==> config.mk <==
export PLATFORM = sky130hd
export DESIGN_NAME = ft_tmr_voter_mon
export DESIGN_NICKNAME = d
export VERILOG_FILES = /design/src/rtl/ft_tmr_voter_mon.sv
export SDC_FILE = /design/constraint.sdc
export NUM_CORES = 1
export LEC_CHECK = 0
export ABC_CLOCK_PERIOD_IN_PS = 6700
export CORE_MARGIN = 2
export CORE_UTILIZATION = 40
export DETAILED_ROUTE_END_ITERATION = 16
export PLACE_DENSITY = 0.68
export SETUP_SLACK_MARGIN = 0.5
export SYNTH_ARGS = -nofsm -noshare
export SYNTH_HDL_FRONTEND = slang
export SYNTH_SLANG_ARGS = --single-unit
export TNS_END_PERCENT = 5
==> constraint.sdc <==
create_clock -name clk -period 6.7 [get_ports clk]
set_input_delay 1.34 -clock clk [delete_from_list [all_inputs] [get_ports clk]]
set_output_delay 1.34 -clock clk [all_outputs]
set_load 0.01 [all_outputs]
==> src/rtl/ft_tmr_voter_mon.sv <==
// TMR voter with per-replica fault monitoring: votes three WIDTH-bit replicas,
// tracks mismatch runs, and degrades TMR -> DEGRADED -> FATAL as replicas fail.

module ft_tmr_vote_lane #(
  parameter int WIDTH = 8
) (
  input  logic [3*WIDTH-1:0] data,
  input  logic               degr,
  input  logic [1:0]         sel,
  output logic [WIDTH-1:0]   v
);
  logic [WIDTH-1:0] a, b, c, pick;

  assign a = data[0*WIDTH +: WIDTH];
  assign b = data[1*WIDTH +: WIDTH];
  assign c = data[2*WIDTH +: WIDTH];
  assign pick = (sel == 2'd1) ? b : (sel == 2'd2) ? c : a;
  assign v = degr ? pick : ((a & b) | (a & c) | (b & c));
endmodule

module ft_tmr_voter_mon #(
  parameter int WIDTH       = 8,
  parameter int VOTE_SET    = 1,
  parameter int PERM_THRESH = 4,
  parameter int CNT_W       = 8,
  parameter int OUT_REG     = 0
) (
  input  logic                 clk,
  input  logic                 rst,
  input  logic                 en_i,
  input  logic                 clear_i,
  input  logic [3*WIDTH-1:0]   data_i,
  output logic [3*WIDTH-1:0]   data_o,
  output logic                 err_o,
  output logic [2:0]           err_rep_o,
  output logic [2:0]           fail_o,
  output logic [CNT_W-1:0]     err_cnt_o,
  output logic [1:0]           state_o,
  output logic                 fatal_o
);
  localparam int NV = (VOTE_SET == 2) ? 3 : 1;
  localparam logic [CNT_W:0] THR = (CNT_W+1)'(PERM_THRESH);

  typedef enum logic [1:0] {ST_TMR = 2'b00, ST_DEG = 2'b01, ST_FATAL = 2'b10} state_t;

  state_t                    state;
  logic [2:0][WIDTH-1:0]     rep;
  logic [NV-1:0][WIDTH-1:0]  vote;
  logic [3*WIDTH-1:0]        voted;
  logic [2:0]                fail, err_rep, fail_set, fail_nxt;
  logic [2:0][CNT_W-1:0]     run;
  logic [CNT_W-1:0]          err_cnt;
  logic [1:0]                sel, nfail_nxt;
  logic                      degr, pair_mis;

  assign rep  = data_i;
  assign degr = (state != ST_TMR);

  // Once degraded, the voted copy is the lowest-index replica still trusted.
  always_comb begin
    sel = 2'd0;
    if (fail[0]) sel = fail[1] ? (fail[2] ? 2'd0 : 2'd2) : 2'd1;
  end

  always_comb begin
    pair_mis = 1'b0;
    case (fail)
      3'b001:  pair_mis = (rep[1] != rep[2]);
      3'b010:  pair_mis = (rep[0] != rep[2]);
      3'b100:  pair_mis = (rep[0] != rep[1]);
      default: pair_mis = 1'b0;
    endcase
  end

  generate
    if (VOTE_SET == 0) begin : g_bypass
      assign vote[0] = rep[0];
      assign voted   = {3{rep[0]}};
      assign err_rep = '0;
    end else begin : g_vote
      for (genvar g = 0; g < NV; g++) begin : g_lane
        ft_tmr_vote_lane #(.WIDTH(WIDTH)) u_lane (
          .data(data_i), .degr(degr), .sel(sel), .v(vote[g])
        );
      end
      if (NV == 3) begin : g_tri
        assign voted = vote;
      end else begin : g_single
        assign voted = {3{vote[0]}};
      end
      // With one replica out, a disagreement between the survivors cannot be
      // resolved, so it is charged to both of them.
      always_comb begin
        err_rep = '0;
        if (degr) err_rep = ~fail & {3{pair_mis}};
        else for (int k = 0; k < 3; k++) err_rep[k] = |(rep[k] ^ vote[0]);
      end
    end

    if (OUT_REG != 0) begin : g_oreg
      always_ff @(posedge clk or posedge rst) begin
        if (rst) data_o <= '0;
        else     data_o <= voted;
      end
    end else begin : g_ocomb
      assign data_o = voted;
    end
  endgenerate

  assign err_o     = |err_rep;
  assign err_rep_o = err_rep;

  always_comb begin
    for (int k = 0; k < 3; k++)
      fail_set[k] = en_i & ~fail[k] & err_rep[k] & (({1'b0, run[k]} + 1'b1) >= THR);
  end
  assign fail_nxt  = fail | fail_set;
  assign nfail_nxt = {1'b0, fail_nxt[0]} + {1'b0, fail_nxt[1]} + {1'b0, fail_nxt[2]};

  always_ff @(posedge clk or posedge rst) begin
    if (rst) begin
      state   <= ST_TMR;
      fail    <= '0;
      run     <= '0;
      err_cnt <= '0;
    end else if (clear_i) begin
      state   <= ST_TMR;
      fail    <= '0;
      run     <= '0;
      err_cnt <= '0;
    end else if (en_i) begin
      if (err_o && !(&err_cnt)) err_cnt <= err_cnt + 1'b1;
      for (int k = 0; k < 3; k++) begin
        if (fail[k] || !err_rep[k]) run[k] <= '0;
        else if (!(&run[k]))        run[k] <= run[k] + 1'b1;
      end
      fail <= fail_nxt;
      case (state)
        ST_TMR: begin
          if (nfail_nxt >= 2'd2)      state <= ST_FATAL;
          else if (nfail_nxt == 2'd1) state <= ST_DEG;
        end
        ST_DEG:   if (nfail_nxt >= 2'd2) state <= ST_FATAL;
        ST_FATAL: state <= ST_FATAL;
        default:  state <= ST_TMR;
      endcase
    end
  end

  assign fail_o    = fail;
  assign err_cnt_o = err_cnt;
  assign state_o   = state;
  assign fatal_o   = (state == ST_FATAL);
endmodule
==> reports/qor.csv <==
metric,value,unit
first_pass_grt_wire_length,17.94,mm
ys_async_sr_fraction,100.0,%
final_core_occ,49.88,%
routed_wire_length_per_instance,17.27,um
grtUsageTotal,21.90,%
yosysTopAreaCell,dfrtp_1,
finalWeightedCongestion,0.9038,
port-buffer-count,69,
number_of_global_route_vias_before_repair,3627,
powerDensity,175.4,nW/um2
row_count,35,
timing_hold_violations_final,0,
netlist_top_cells_area,"dfrtp_1 (25%), ha_1 (5.7%), a21oi_1 (5.3%)",
combined_area_of_the_multi_input_logic_cells,2541,um2
drcViolationCount,0,
yosysWarningCount,0,
synth_top_area_share,24.61,%
mappedNetlistArea,3762,um2
setup-tns-final,0,ps
maxClockFrequency,0.1659,GHz
synth-edff-count,0,
period_utilisation_layout,89.95,%
num-fill-cells,867,
cts.sink_count,37,
post_drt_via_cell_ratio,6.110,
initial_utilization,40.91,%
hold_path.class,reg2reg,
final_cell_mix,"clkdlybuf4s50_1 (64), a21oi_1 (40), dfrtp_1 (37), nor2_1 (35), nand2_1 (34)",
cts-buffers-inserted,5,
detailedRoute.firstPassIterationCount,5,
diodes_inserted,0,
worst_ir_drop_on_vdd,0.0001661,V
worst_clock_skew,9.372,ps
timing.hold.ws,553.4,ps
max_cap_viol_count,0,
cts_tree,done,
route.antenna.remaining_nets,0,
core-area,9196,um2
grt-ovfl-total,0,
timing.critical_path.fanout_max,8,
syn_nets,533,
design.portCount,70,
worst_pin_slew,713.2,ps
setup.worst_path.class,in2out,
postSynth.topFlopCell,dfrtp_1,
drt_wl_total,11.14,mm
syn2layout_area_growth,21.92,%
drive_gt1_share,5.243,%
final-max-slew-violation-count,0,
die_w,101.0,um
final_cell_area,4587,um2
place_hpwl,8.422,mm
final_cells,645,
die_height,101.0,um
design.die.area,10200,um2
first_drt_iteration_drcs,181,
clock_tree.root_cell,clkbuf_8,
clk_latency,290,ps
setup_viol,0,
leakage_power_summed_over_all_cells,1.966,nW
crit_path_start_kind,input pin,
postSynthRegisterBits,37,
grt_start_max_net_pins,38,
run_status,"complete, no violations",
sequential_cell_area,925.9,um2
finalWorstPathRequiredPeriod,6027,ps
bufs_on_longest_clock_path,2,
postPlaceCellArea,4419,um2
setup.worst_path.end_class,output pin,
netlist_instances,487,
final_nets,579,
grt_antenna_before_repair,0,
ys_types,74,
data_arrival_time_at_the_worst_slack_endpoint,4690,ps
worst_setup_hold_path_clk_slew,70,ps
layout_commonest_cell,clkdlybuf4s50_1,
proportion_of_synthesized_chip_area_in_sequential_cells,24.61,%
avgSynthCellArea,7.726,um2
number_of_hold_repair_buffers_added_at_the_cts_stage,0,
route.vias.total,3941,
htree_levels,2,
relSlewSlack,52.35,%
place_inst,636,
grt_setup_unrepaired,no,
critical_path_required,5360,ps
[what timing repair did]
action                                  CTS  global route
pin swaps                                 1             1
endpoints found under the setup margin    1             1
setup buffers                             0             1
gates resized for setup                   1             7
[where the power goes]
group          switching, W  internal [W]
Clock             0.0000818      0.000121
Sequential        0.0000131      0.000232
Combinational      0.000192      0.000165
Total              0.000287      0.000518
[synthesized netlist by cell type (6+ instances only)]
master    instances
o21ai_0          23
buf_2             6
nand2b_1         15
nor3b_1           7
o21ai_1          11
clkbuf_1         12
nand2_1          34
nor2_1           35
nor2b_1           7
mux2i_1           6
and3_1           10
buf_4            16
ha_1             17
a211oi_1          8
nand3b_1          9
nand3_1          27
dfrtp_1          37
a21oi_1          40
or3_1            10
a21o_1            7
nor4_1            6
nor3_1           12
inv_1            28
[cell families (layout without fill, tap and decap cells)]
kind of cell | Yosys count | in the layout | synth area share, %
flip-flops | 37 | 37 | 24.61
buffers and inverters | 66 | 113 | 8.580
XOR/XNOR | 8 | 8 | 1.862
AO/OA/AOI/OAI | 152 | 152 | 27.90
multiplexers | 8 | 8 | 2.195
AND/OR/NAND/NOR | 198 | 198 | 28.67
adder cells (fa/ha/maj) | 18 | 18 | 6.185
[final timing paths]
kind                            start         end  slack, ps  depth (start not counted)
min                           run[23]     run[23]        550                          1
max in group asynchronous         rst      run[2]       4890                          3
min in group asynchronous         rst      run[6]       1480                          3
min reg2reg                   run[23]     run[23]        550                          1
max reg2reg                state_o[0]  state_o[1]       1730                         18
max                        data_i[23]       err_o        670                          9
[metrics by stage]
step / setup WS (ps) / power, W
2_1_floorplan: 1623 / 0.0004711
3_3_place_gp: 476.1 / 0.0005950
3_5_place_dp: 412.6 / 0.0005977
4_1_cts: 515.2 / 0.0008045
5_1_grt: 545.7 / 0.0008547
6_report: 673.5 / 0.0008044
[layout make-up]
type	count	share of cell area, %
inverters	30	2.455
clock buffers	6	1.800
multi-input cells	384	55.40
clock inverters	2	0.8183
flip-flops and latches	37	20.19
well taps	111	3.028
repair buffers	75	16.31
[registers in the layout, indices dropped and copies added, names as in the netlist]
| name | cells |
|---|---|
| err_cnt_o | 8 |
| state_o | 2 |
| fail_o | 3 |
| run | 24 |
[critical path: stages]
cell and delay (ps):
clkdlybuf4s50_1 630, nand2b_1 210, o221ai_1 140, or4_1 560, a32oi_1 370, a2111oi_0 210
o32a_1 320, or3_1 410, clkdlybuf4s50_1 500
[layer usage]
metal  part of all wire (%)  vias up  GRT usage, %
met2                     45      174         35.08
li1                       -     1896             -
met1                     42     1830         27.50
met4                    5.8        0         13.51
met5                      0        -             0
met3                    6.9       41         3.606
Note: power is estimated with default switching activity, not from simulation.
